### src/rtl/pipe_hazard_ctrl.sv
// Stall/flush sequencer for the 5-stage pipe: load-use, taken-branch redirect,
// multi-cycle EX occupancy and dmem wait holds, plus a saturating stall counter.
module pipe_hazard_ctrl #(
  parameter int MULTI_CYCLES = 32,
  parameter int WAIT_TIMEOUT = 255,
  parameter int CNT_W        = 32
) (
  input  logic             clk,
  input  logic             rst,
  input  logic [4:0]       id_rs1,
  input  logic [4:0]       id_rs2,
  input  logic             id_use_rs1,
  input  logic             id_use_rs2,
  input  logic [4:0]       ex_rd,
  input  logic             ex_mem_read,
  input  logic             ex_br_taken,
  input  logic             ex_multi_start,
  input  logic             mem_req,
  input  logic             dmem_ready,
  output logic             pc_en,
  output logic             stall_ifid,
  output logic             stall_idex,
  output logic             stall_exmem,
  output logic             stall_memwb,
  output logic             flush_ifid,
  output logic             flush_idex,
  output logic             flush_exmem,
  output logic             flush_memwb,
  output logic             mem_timeout,
  output logic             busy,
  output logic [CNT_W-1:0] stall_cnt
);

  localparam int NSTG  = 4;
  localparam int IFID  = 0;
  localparam int IDEX  = 1;
  localparam int EXMEM = 2;
  localparam int MEMWB = 3;

  localparam int MCNT_W = (MULTI_CYCLES > 2) ? $clog2(MULTI_CYCLES) : 1;
  localparam int WCNT_W = (WAIT_TIMEOUT > 1) ? $clog2(WAIT_TIMEOUT + 1) : 1;
  localparam logic [MCNT_W-1:0] MCNT_INIT = MCNT_W'(MULTI_CYCLES - 1);
  localparam logic [WCNT_W-1:0] WCNT_MAX  = WCNT_W'(WAIT_TIMEOUT);
  localparam bit TO_EN = (WAIT_TIMEOUT != 0);

  typedef enum logic [1:0] {RUN, MULTI, MWAIT} state_t;

  typedef struct packed {
    logic            pc_en;
    logic [NSTG-1:0] stall;
    logic [NSTG-1:0] flush;
  } ctrl_t;

  state_t            state, state_nx;
  logic [MCNT_W-1:0] mcnt, mcnt_nx;
  logic [WCNT_W-1:0] wcnt, wcnt_nx;
  ctrl_t             ctl;
  logic [NSTG-1:0]   flush_eff;
  logic              timeout;
  logic              mem_hold;
  logic              load_use;

  assign mem_hold = mem_req && !dmem_ready;
  assign load_use = ex_mem_read && (ex_rd != 5'd0) &&
                    ((id_use_rs1 && (id_rs1 == ex_rd)) ||
                     (id_use_rs2 && (id_rs2 == ex_rd)));

  always_comb begin
    state_nx  = state;
    mcnt_nx   = mcnt;
    wcnt_nx   = wcnt;
    ctl.pc_en = 1'b1;
    ctl.stall = '0;
    ctl.flush = '0;
    timeout   = 1'b0;
    unique case (state)
      RUN: begin
        if (mem_hold) begin
          ctl.stall = '1;
          ctl.pc_en = 1'b0;
          state_nx  = MWAIT;
          wcnt_nx   = WCNT_W'(1);
        end else if (ex_br_taken) begin
          // redirect: PC takes the target, younger wrong-path work is dropped
          ctl.flush[IFID] = 1'b1;
          ctl.flush[IDEX] = 1'b1;
        end else begin
          if (load_use) begin
            ctl.stall[IFID] = 1'b1;
            ctl.flush[IDEX] = 1'b1;
            ctl.pc_en       = 1'b0;
          end
          if (ex_multi_start) begin
            state_nx = MULTI;
            mcnt_nx  = MCNT_INIT;
          end
        end
      end
      MULTI: begin
        ctl.pc_en = 1'b0;
        if (mem_hold) begin
          // older op still waiting on dmem: freeze everything, including mcnt
          ctl.stall = '1;
        end else begin
          ctl.stall[IFID]  = 1'b1;
          ctl.stall[IDEX]  = 1'b1;
          ctl.flush[EXMEM] = 1'b1;
          mcnt_nx = mcnt - MCNT_W'(1);
          if (mcnt == MCNT_W'(1)) state_nx = RUN;
        end
      end
      MWAIT: begin
        ctl.stall = '1;
        ctl.pc_en = 1'b0;
        if (mem_req && dmem_ready) begin
          state_nx = RUN;
          wcnt_nx  = '0;
        end else if (TO_EN && (wcnt == WCNT_MAX)) begin
          // abort: drop the stuck access instead of holding MEM/WB
          timeout          = 1'b1;
          ctl.stall[MEMWB] = 1'b0;
          ctl.flush[MEMWB] = 1'b1;
          state_nx         = RUN;
          wcnt_nx          = '0;
        end else if (wcnt != '1) begin
          wcnt_nx = wcnt + WCNT_W'(1);
        end
      end
      default: state_nx = RUN;
    endcase
    if (!rst) begin
      ctl.pc_en = 1'b0;
      ctl.stall = '0;
      ctl.flush = '1;
      timeout   = 1'b0;
    end
  end

  assign flush_eff   = ctl.flush & ~ctl.stall;
  assign pc_en       = ctl.pc_en;
  assign stall_ifid  = ctl.stall[IFID];
  assign stall_idex  = ctl.stall[IDEX];
  assign stall_exmem = ctl.stall[EXMEM];
  assign stall_memwb = ctl.stall[MEMWB];
  assign flush_ifid  = flush_eff[IFID];
  assign flush_idex  = flush_eff[IDEX];
  assign flush_exmem = flush_eff[EXMEM];
  assign flush_memwb = flush_eff[MEMWB];
  assign mem_timeout = timeout;
  assign busy        = rst && (state != RUN);

  always_ff @(posedge clk) begin
    if (!rst) begin
      state     <= RUN;
      mcnt      <= '0;
      wcnt      <= '0;
      stall_cnt <= '0;
    end else begin
      state <= state_nx;
      mcnt  <= mcnt_nx;
      wcnt  <= wcnt_nx;
      if (!ctl.pc_en && (stall_cnt != '1)) stall_cnt <= stall_cnt + CNT_W'(1);
    end
  end

endmodule

### config.mk
export PLATFORM = sky130hd
export DESIGN_NAME = pipe_hazard_ctrl
export DESIGN_NICKNAME = d
export VERILOG_FILES = /design/src/rtl/pipe_hazard_ctrl.sv
export SDC_FILE = /design/constraint.sdc
export NUM_CORES = 1
export LEC_CHECK = 0
export BUFFER_PORTS_ARGS = -buffer_cell sky130_fd_sc_hd__buf_2
export CAP_MARGIN = 25
export CORE_UTILIZATION = 30
export DETAILED_ROUTE_END_ITERATION = 8
export GPL_TIMING_DRIVEN = 0
export HOLD_SLACK_MARGIN = 0.15
export MAX_ROUTING_LAYER = met4
export PLACE_DENSITY = 0.58
export SYNTH_ARGS = -nofsm -noshare
export SYNTH_HDL_FRONTEND = slang
export SYNTH_SLANG_ARGS = --single-unit
### constraint.sdc
create_clock -name clk -period 5.68 [get_ports clk]
set_input_delay 0.568 -clock clk [delete_from_list [all_inputs] [get_ports clk]]
set_output_delay 0.568 -clock clk [all_outputs]
set_load 0.005 [all_outputs]
==> results of run 1 <==
==> logic make-up after synthesis <==
kind of cell               synth area share (%)
xor gates and xnor gates                   9.85
adders and majority gates                  3.75
buffers and inverters                      3.14
DFF                                        35.3
AOI/OAI and AO/OA                          15.6
and+or+nand+nor                            30.5
muxes                                      1.88
==> sequential cells by signal (all words and copies together), names as in the netlist <==
register,flops
state,2
mcnt,5
wcnt,8
stall_cnt,32
==> worst register-to-register path, delay by kind of cell (launching register included) <==
kind,cells,cell delay [ps]
AND/OR/NAND/NOR,2,890
buffers and inverters,3,680
flip-flops,1,350
AO/OA/AOI/OAI,2,880
adder cells (fa/ha/maj),1,160
==> final cells by class <==
type | count | area, um^2
Fill cell | 951 | 5460
Multi-Input combinational cell | 261 | 1640
Sequential cell | 47 | 941
Timing Repair Buffer | 66 | 330
Tap cell | 108 | 135
Clock buffer | 6 | 82.6
Buffer | 11 | 42.5
Inverter | 11 | 41.3
Clock inverter | 1 | 5.00
==> cells in the mapped netlist (all sizes together), types with 3 or more instances <==
library cell,n
dfxtp,47
nor2,36
nand2,29
a21oi,26
xor2,25
nand3,20
nand4,13
nand2b,11
o21ai,11
inv,10
clkbuf,9
ha,8
and3,7
nor4,7
or4,7
or3,6
mux2i,5
o31ai,5
xnor2,5
and2,4
and4,4
a311oi,3
nand4b,3
nor2b,3
nor3,3
o21a,3
==> layer usage <==
layer	routed length, um	GRT usage, %	vias up	part of all wire (%)
li1	-	-	1332	-
met1	3500	22.2	1244	50
met2	3160	24.2	61	45
met3	267	2.84	4	3.8
met4	60	4.10	0	0.86
met5	0	-	-	0
==> per-stage QoR <==
| step | instances | hold slack [ps] | worst slack [ps] | area (um^2) | utilization, % |
|---|---|---|---|---|---|
| 6_report | 511 | 491 | 2570 | 3220 | 37.1 |
| 3_3_place_gp | 504 | 468 | 2570 | 3130 | 36.1 |
| 3_5_place_dp | 504 | 477 | 2540 | 3130 | 36.1 |
| 2_1_floorplan | 330 | 450 | 3150 | 2670 | - |
| 4_1_cts | 511 | 492 | 2560 | 3220 | 37.1 |
| 5_1_grt | 511 | 506 | 2340 | 3220 | 37.1 |
==> worst paths after layout <==
check	start	end	slack, ps	depth (start not counted)
max	state[1]	pc_en	2570	7
min	wcnt[7]	wcnt[7]	490	2
max reg2reg	state[1]	stall_cnt[27]	2650	8
min reg2reg	wcnt[7]	wcnt[7]	490	2
==> power groups by stage <==
stage          Combinational [mW]  Sequential (mW)  Clock, mW
2_1_floorplan              0.0687            0.353          0
3_3_place_gp                0.108            0.354          0
3_5_place_dp                0.109            0.354          0
4_1_cts                     0.109            0.346      0.214
5_1_grt                     0.122            0.348      0.225
6_report                    0.108            0.346      0.206
==> impl_results.md, run 1 <==
- Kind of cell adding the most delay to the critical path: buffers and inverters
- Top Ports: 67
- VDD IR max: 0.0822 mV
- Pre-Repair DR Iteration Count: 4
- Via count: 2641
- Final Power: 0.661 mW
- Ant. Diodes: 0
- P_sw: 0.185 mW
- Post-CTS Setup Inserts: 0
- CTS sink cnt: 47
- Post-synth top area share: 35.3%
- Post-Syn Area: 2670 um^2
- Largest net degree at the start of global routing: 14
- Power per Cell Area: 205 nW/um^2
- GPL Wtd Cong: 0.828
- CP Buf/Inv Count: 5
- Die H: 96.3 um
- Total CTS buffers: 5
- Sequential power share: 52.4%
- Critical path arrival: 2550 ps
- Clk pwr share: 31.2%
- Commonest non-fill, non-tap cell in the layout: buf_2
- Unrepaired setup endpoints after global routing: false
- CP Launch Type: register
- H-tree levels: 2
- Ys flop type: dfxtp_1
- Synth-to-Final Area Change: 20.7%
- GRT Util Overall: 16.1%
- First-pass GRT wire length: 11.3 mm
- Layout cells sized above 1: 18.9%
- Cell taking the most area after synthesis: dfxtp_1
- TritonCTS clock tree: yes
- Critical path endpoint category: output pin
- Required @ worst endpoint: 5110 ps
- Die area: 9270 um^2
- Remaining DRCs: 0
- Clk root buf: clkbuf_8
- Post-CTS Hold Fix Bufs: 0
- Setup violations, final: 0
- Chip width: 96.3 um
- Initial antenna violation count: 0
- Worst-skew pair later-pin latency: 300 ps
- Final Slew Violations: 0
- Setup TNS: 0 ps
- Tcrit/Tclk final: 54.8%
- Int Power: 0.476 mW
- Rows: 34
- Setup Skew: 9.45 ps
- Number of gates resized after CTS: 0
- Core area: 8680 um^2
- Synth Area per Inst: 8.08 um^2
- Detailed Place HPWL: 5.30 mm
- Initial drt markers: 146
- Overflow left after global routing: 0
- Register area share after synthesis: 35.3%
- Critical Path Fanout Max: 10
- Synth area leaders: dfxtp_1 35%, xor2_1 8.2%, nor2_1 5.1%
- Post-Syn Nets: 362
- Critical-path top delay cell: o41ai_4
- Worst-Margin Slew: 720 ps
- Clk slew on worst S/H paths: 80 ps
- Asr flop ratio synth: 0%
- Crit path top cell by count: inv_1
- Final hold vios: 0
- Final min period: 3110 ps
- Rel. slew slack: 51.5%
- Via/cell ratio: 5.17
- Final nets: 435
- Top achievable clock speed: 321 MHz
- Routed WL: 6.99 mm
- Critical path class: reg2out
- WL per Instance: 13.7 um
- Clk buf depth: 2
- #FFs+latches synth: 47
- Critical path, cell by cell: inv_1, ha_1, clkbuf_1, inv_1, o41ai_4, inv_1, buf_2
- Commonest non-fill, non-tap cells in the layout: 67 x buf_2, 47 x dfxtp_1, 36 x nor2_1, 29 x nand2_1, 26 x a21oi_1
- Combinational Power Share: 16.4%
- Initial Util: 30.7%
- Number of max-cap violations: 0
- Switching share of power: 28.0%
- Post-synth EDFFs: 0
- Synth unique cells: 44
- Vias in the first global route: 2315
- Count of input and output buffers: 66
- Leak pwr: 1.32 nW
- Status: finished, final reports clean
- Ys Warns: 0
- Path type of the worst min-delay path: reg2reg
- ANT nets after route: 0
- Cells after Synth: 330
- Delay of the slowest critical-path stage: 740 ps
Power figures use the tool's default switching activity.
==> run 2: changes to the inputs <==
==> constraint.sdc (replaced) <==
create_clock -name clk -period 3.1 [get_ports clk]
set_input_delay 0.31 -clock clk [delete_from_list [all_inputs] [get_ports clk]]
set_output_delay 0.31 -clock clk [all_outputs]
set_load 0.005 [all_outputs]
==> impl_results.md, run 2 (synthesis results as in run 1) <==
- Post-CTS Hold Fix Bufs: 0 (unchanged)
- Critical path class: reg2reg
- Clk root buf: clkbuf_8
- Overflow left after global routing: 0 (unchanged)
- Reg2Reg Depth: 10 (+2)
- Synth-to-Final Area Change: 21.3%
- Detailed Place HPWL: 5.30 mm (unchanged)
- Worst-Margin Slew: 719 ps (-0.340 ps)
- Final Slew Violations: 0 (unchanged)
- ANT nets after route: 0 (unchanged)
- Status: finished, final reports clean
- Cell Count, Final, Fillers Out: 513 (+0.39%)
- Critical path arrival: 2980 ps (+430 ps)
- Layout cells sized above 1: 19.3% (+0.40 points)
- Final nets: 437 (+0.46%)
- CTS sink cnt: 47 (unchanged)
- Worst-skew pair later-pin latency: 300 ps (about the same)
- Final min period: 2810 ps
- Unrepaired setup endpoints after global routing: false
- Commonest non-fill, non-tap cell in the layout: buf_2
- Hold depth: 3 (+1)
- Commonest non-fill, non-tap cells in the layout: 67 x buf_2, 47 x dfxtp_1, 36 x nor2_1, 29 x nand2_1, 26 x a21oi_1
- Top reg by flops: stall_cnt
- Tcrit/Tclk final: 90.6%
- Rel. slew slack: 51.5% (about the same)
- Setup Skew: 8.71 ps (-0.735 ps)
- Register area: 941 um^2 (unchanged)
- Via count: 2664 (+0.87%)
- Leak pwr: 1.33 nW (+0.58%)
- GPL Wtd Cong: 0.828 (unchanged)
- Power per Cell Area: 376 nW/um^2 (+83%)
- Initial drt markers: 170 (+16%)
- Pre-Repair DR Iteration Count: 4 (unchanged)
- Required @ worst endpoint: 3270 ps (-1840 ps)
- Remaining DRCs: 0 (unchanged)
- Count of input and output buffers: 66 (unchanged)
- VDD IR max: 0.150 mV (+83%)
- Number of max-cap violations: 0 (unchanged)
- Final Util: 37.3% (+0.17 points)
- TritonCTS clock tree: yes
- First-pass GRT wire length: 11.3 mm (unchanged)
- Setup violations, final: 0 (unchanged)
- Critical-path top delay cell: clkbuf_1
- Worst Hold Path EP: wcnt[0]
- Routed WL: 7.01 mm (+0.29%)
- Post-CTS Setup Inserts: 0 (unchanged)
- H-tree levels: 2 (unchanged)
- CP Launch Type: register
- GRT Util Overall: 16.1% (unchanged)
- Vias in the first global route: 2315 (unchanged)
- Largest net degree at the start of global routing: 14 (unchanged)
- Core area: 8680 um^2 (unchanged)
- Rows: 34 (unchanged)
- Filler Cells Inserted: 949 (-0.21%)
- Top achievable clock speed: 356 MHz
- Placed Cells incl. Taps: 504 (unchanged)
- Initial Util: 30.7% (unchanged)
- Multi-input logic area: 1640 um^2 (unchanged)
- Path type of the worst min-delay path: in2reg
- Ant. Diodes: 0 (unchanged)
- WL per Instance: 13.7 um (-0.10%)
- Setup TNS: 0 ps (unchanged)
- Setup slack, reg-to-reg: 290 ps (-2360 ps)
- Final hold vios: 0 (unchanged)
- Number of gates resized after CTS: 0 (unchanged)
- Die H: 96.3 um (unchanged)
- Chip width: 96.3 um (unchanged)
- Critical path, cell by cell: inv_1, ha_1, clkbuf_1, inv_1, o41ai_4, buf_4, clkbuf_1, nand4_1, xnor2_1, nor2_1
- R2R Path Start: state[1]
- Hold_sp: mem_req
- Largest regs: stall_cnt (32), wcnt (8), mcnt (5)
- Via/cell ratio: 5.19 (+0.48%)
- Top Ports: 67 (unchanged)
- Initial antenna violation count: 0 (unchanged)
- Clk buf depth: 2 (unchanged)
- Clk slew on worst S/H paths: 80 ps (about the same)
- Capture point of the worst reg-to-reg path: stall_cnt[14]
- Critical Path Fanout Max: 10 (unchanged)
- Max FFs per register: 32 (unchanged)
- Die area: 9270 um^2 (unchanged)
- Delay of the slowest critical-path stage: 390 ps (-350 ps)
- Critical path endpoint category: register
- Total CTS buffers: 5 (unchanged)
## run 2: area by class of cell
class,instances,area share (%)
inverters,11,1.28
clock buffers,6,2.55
clock inverters,1,0.155
multi-input cells,261,50.8
flip-flops and latches,47,29.1
well taps,108,4.18
repair buffers,68,10.7
plain buffers,11,1.32
## run 2: power by group
part	internal [mW]	leakage [nW]	total [mW]	switching, mW
combinational	0.0813	0.898	0.203	0.121
sequential	0.618	0.380	0.635	0.0164
clock	0.175	0.0470	0.380	0.204
total	0.875	1.33	1.22	0.342
## run 2: worst max-delay path by stage
stage	start	endpoint	slack (ps)	cells after the start
after floorplan	state[1]	stall_cnt[22]	700	9
after global placement	state[1]	stall_cnt[29]	120	8
after detailed placement	state[1]	stall_cnt[27]	90	8
after CTS	state[1]	stall_cnt[14]	60	9
after global routing	state[1]	stall_cnt[14]	50	10
final	state[1]	stall_cnt[14]	290	10
## run 2: metal layers
metal | wire length (um) | vias to the layer above | global-route usage [%]
li1 | - | 1341 | -
met5 | 0 | - | -
met2 | 3130 | 46 | 24.2
met3 | 211 | 8 | 2.84
met1 | 3580 | 1269 | 22.2
met4 | 83 | 0 | 4.10
## run 2: worst max-delay path, delay by kind of cell (launching register included)
| family | cells | cell delay [ps] |
|---|---|---|
| compound gates | 1 | 350 |
| xor+xnor | 1 | 250 |
| fa+ha+maj | 1 | 160 |
| buf+inv | 5 | 1300 |
| flops | 1 | 350 |
| simple gates | 2 | 280 |
## run 2: through the flow
| stage | hold WS, ps | instance area (um^2) | total power [mW] | worst slack, ps |
|---|---|---|---|---|
| 2_1_floorplan | 450 | 2670 | 0.772 | 698 |
| 3_3_place_gp | 468 | 3130 | 0.846 | 125 |
| 3_5_place_dp | 477 | 3130 | 0.848 | 88.8 |
| 4_1_cts | 372 | 3220 | 1.23 | 61.4 |
| 5_1_grt | 384 | 3230 | 1.28 | 53.3 |
| 6_report | 379 | 3230 | 1.22 | 290 |
==> run 3: changes to the inputs <==
--- a/config.mk
+++ b/config.mk
@@ -7,12 +7,13 @@
 export LEC_CHECK = 0
 export BUFFER_PORTS_ARGS = -buffer_cell sky130_fd_sc_hd__buf_2
 export CAP_MARGIN = 25
-export CORE_UTILIZATION = 30
+export CORE_UTILIZATION = 35
 export DETAILED_ROUTE_END_ITERATION = 8
 export GPL_TIMING_DRIVEN = 0
 export HOLD_SLACK_MARGIN = 0.15
 export MAX_ROUTING_LAYER = met4
-export PLACE_DENSITY = 0.58
+export PLACE_DENSITY = 0.64
+export SKIP_CTS_REPAIR_TIMING = 1
 export SYNTH_ARGS = -nofsm -noshare
 export SYNTH_HDL_FRONTEND = slang
 export SYNTH_SLANG_ARGS = --single-unit
==> impl_results.md, run 3 (synthesis results as in run 1) <==
- Status: finished, final reports clean
- Rel. slew slack: 55.7% (+4.2 points)
- Largest regs: stall_cnt (32), wcnt (8), mcnt (5)
- Commonest non-fill, non-tap cells in the layout: 67 x buf_2, 47 x dfxtp_1, 36 x nor2_1, 29 x nand2_1, 26 x a21oi_1
- WL per Instance: 13.1 um (-4.2%)
- R2R Path Start: state[1]
- Critical path class: reg2reg
- Required @ worst endpoint: 3280 ps (about the same)
- Power per Cell Area: 371 nW/um^2 (-1.4%)
- GRT Util Overall: 17.8% (+1.7 points)
- Final nets: 438 (+0.23%)
- Ant. Diodes: 0 (unchanged)
- Setup TNS: 0 ps (unchanged)
- ANT nets after route: 0 (unchanged)
- Delay of the slowest critical-path stage: 360 ps (-30 ps)
- Final min period: 2820 ps (+14.9 ps)
- Remaining DRCs: 0 (unchanged)
- Worst setup startpoint: state[1]
- Path type of the worst min-delay path: in2reg
- Chip width: 89.3 um (-7.3%)
- CTS sink cnt: 47 (unchanged)
- Critical path endpoint category: register
- Placed Cells incl. Taps: 495 (-1.8%)
- Worst-skew pair later-pin latency: 300 ps (about the same)
- Initial drt markers: 148 (-13%)
- Clk root buf: clkbuf_8
- Max FFs per register: 32 (unchanged)
- Detailed Place HPWL: 5.01 mm (-5.4%)
- Die H: 89.3 um (-7.3%)
- Critical path, cell by cell: inv_1, ha_1, clkbuf_1, inv_1, o41ai_4, buf_4, buf_4, clkbuf_1, nand4_1, xnor2_1, nor2_1
- Clk buf depth: 2 (unchanged)
- Critical path arrival: 3000 ps (+20 ps)
- Die area: 7970 um^2 (-14%)
- Count of input and output buffers: 66 (unchanged)
- GPL Wtd Cong: 0.815 (-1.5%)
- Layout cells sized above 1: 19.7% (+0.40 points)
- Cell Count, Final, Fillers Out: 506 (-1.4%)
- Setup violations, final: 0 (unchanged)
- Overflow left after global routing: 0 (unchanged)
- Core area: 7290 um^2 (-16%)
- Leak pwr: 1.33 nW (+0.40%)
- Hold Slack: 390 ps (+11.3 ps)
- Critical-path top delay cell: clkbuf_1
- Top achievable clock speed: 354 MHz (-0.53%)
- TritonCTS clock tree: yes
- Largest net degree at the start of global routing: 15 (+1)
- Number of max-cap violations: 0 (unchanged)
- Via/cell ratio: 5.21 (+0.36%)
- Tcrit/Tclk final: 91.1% (+0.48 points)
- Top Ports: 67 (unchanged)
- Routed WL: 6.62 mm (-5.5%)
- Via count: 2637 (-1.0%)
- CP Launch Type: register
- Initial antenna violation count: 0 (unchanged)
- Final hold vios: 0 (unchanged)
- Pre-Repair DR Iteration Count: 4 (unchanged)
- Top reg by flops: stall_cnt
- Clk slew on worst S/H paths: 90 ps (about the same)
- Synth-to-Final Area Change: 21.0%
- Vias in the first global route: 2370 (+2.4%)
- Initial Util: 36.6% (+5.8 points)
- Total CTS buffers: 5 (unchanged)
- VDD IR max: 0.211 mV (+40%)
- Critical Path Fanout Max: 10 (unchanged)
- H-tree levels: 2 (unchanged)
- Hold_sp: mem_req
- Unrepaired setup endpoints after global routing: false
- Setup Skew: 13.1 ps (+4.41 ps)
- Worst-Margin Slew: 657 ps (-61.9 ps)
- Final Slew Violations: 0 (unchanged)
- Commonest non-fill, non-tap cell in the layout: buf_2
- Rows: 31 (-8.8%)
- First-pass GRT wire length: 10.8 mm (-4.0%)
run 3: cell types whose count changed in the layout (fill, tap and decap cells not counted), sizes merged:
cell	delta
buf	+1
clkinv	+2
clkbuf	-1
run 3: critical path, delay by kind of cell (launching register included):
family,cells,cell delay (ps)
buffers and inverters,6,1390
adders and majority gates,1,160
xor gates and xnor gates,1,210
and+or+nand+nor,2,250
DFF,1,340
AOI/OAI and AO/OA,1,350
run 3: final cells by class:
class                   instances  area (um^2)
fillers                       782         4070
multi-input cells             261         1640
flip-flops and latches         47          941
repair buffers                 69          353
well taps                      99          124
clock buffers                   5         68.8
plain buffers                  11         42.5
inverters                      11         41.3
clock inverters                 3         15.0
run 3: layer usage:
layer / part of all wire, % / GRT usage (%)
met1: 49 / 23.1
met2: 47 / 27.8
met3: 3.4 / 3.69
met4: 0.62 / 5.63
met5: 0 / -
run 3: power breakdown:
| group | internal [mW] | leakage, nW | switching [mW] |
|---|---|---|---|
| sequential | 0.618 | 0.380 | 0.0169 |
| combinational | 0.0830 | 0.903 | 0.119 |
| clock | 0.155 | 0.0477 | 0.205 |
| total | 0.856 | 1.33 | 0.341 |
run 3: worst paths after layout:
path                                      end  slack [ps]  cells past startpoint
worst max-delay path            stall_cnt[14]         280                     11
worst min-delay path                  wcnt[0]         390                      3
worst max register to register  stall_cnt[14]         280                     11
worst min register to register        mcnt[3]         480                      1
run 3: per-stage QoR:
stage / util [%] / area (um^2) / worst slack [ps] / total power [mW]
after floorplan: - / 2670 / 698 / 0.772
after detailed placement: 42.8 / 3120 / 117 / 0.845
after global routing: 44.3 / 3230 / 75.6 / 1.26
after CTS: 43.9 / 3200 / 90.9 / 1.20
final: 44.3 / 3230 / 275 / 1.20
after global placement: 42.8 / 3120 / 159 / 0.843
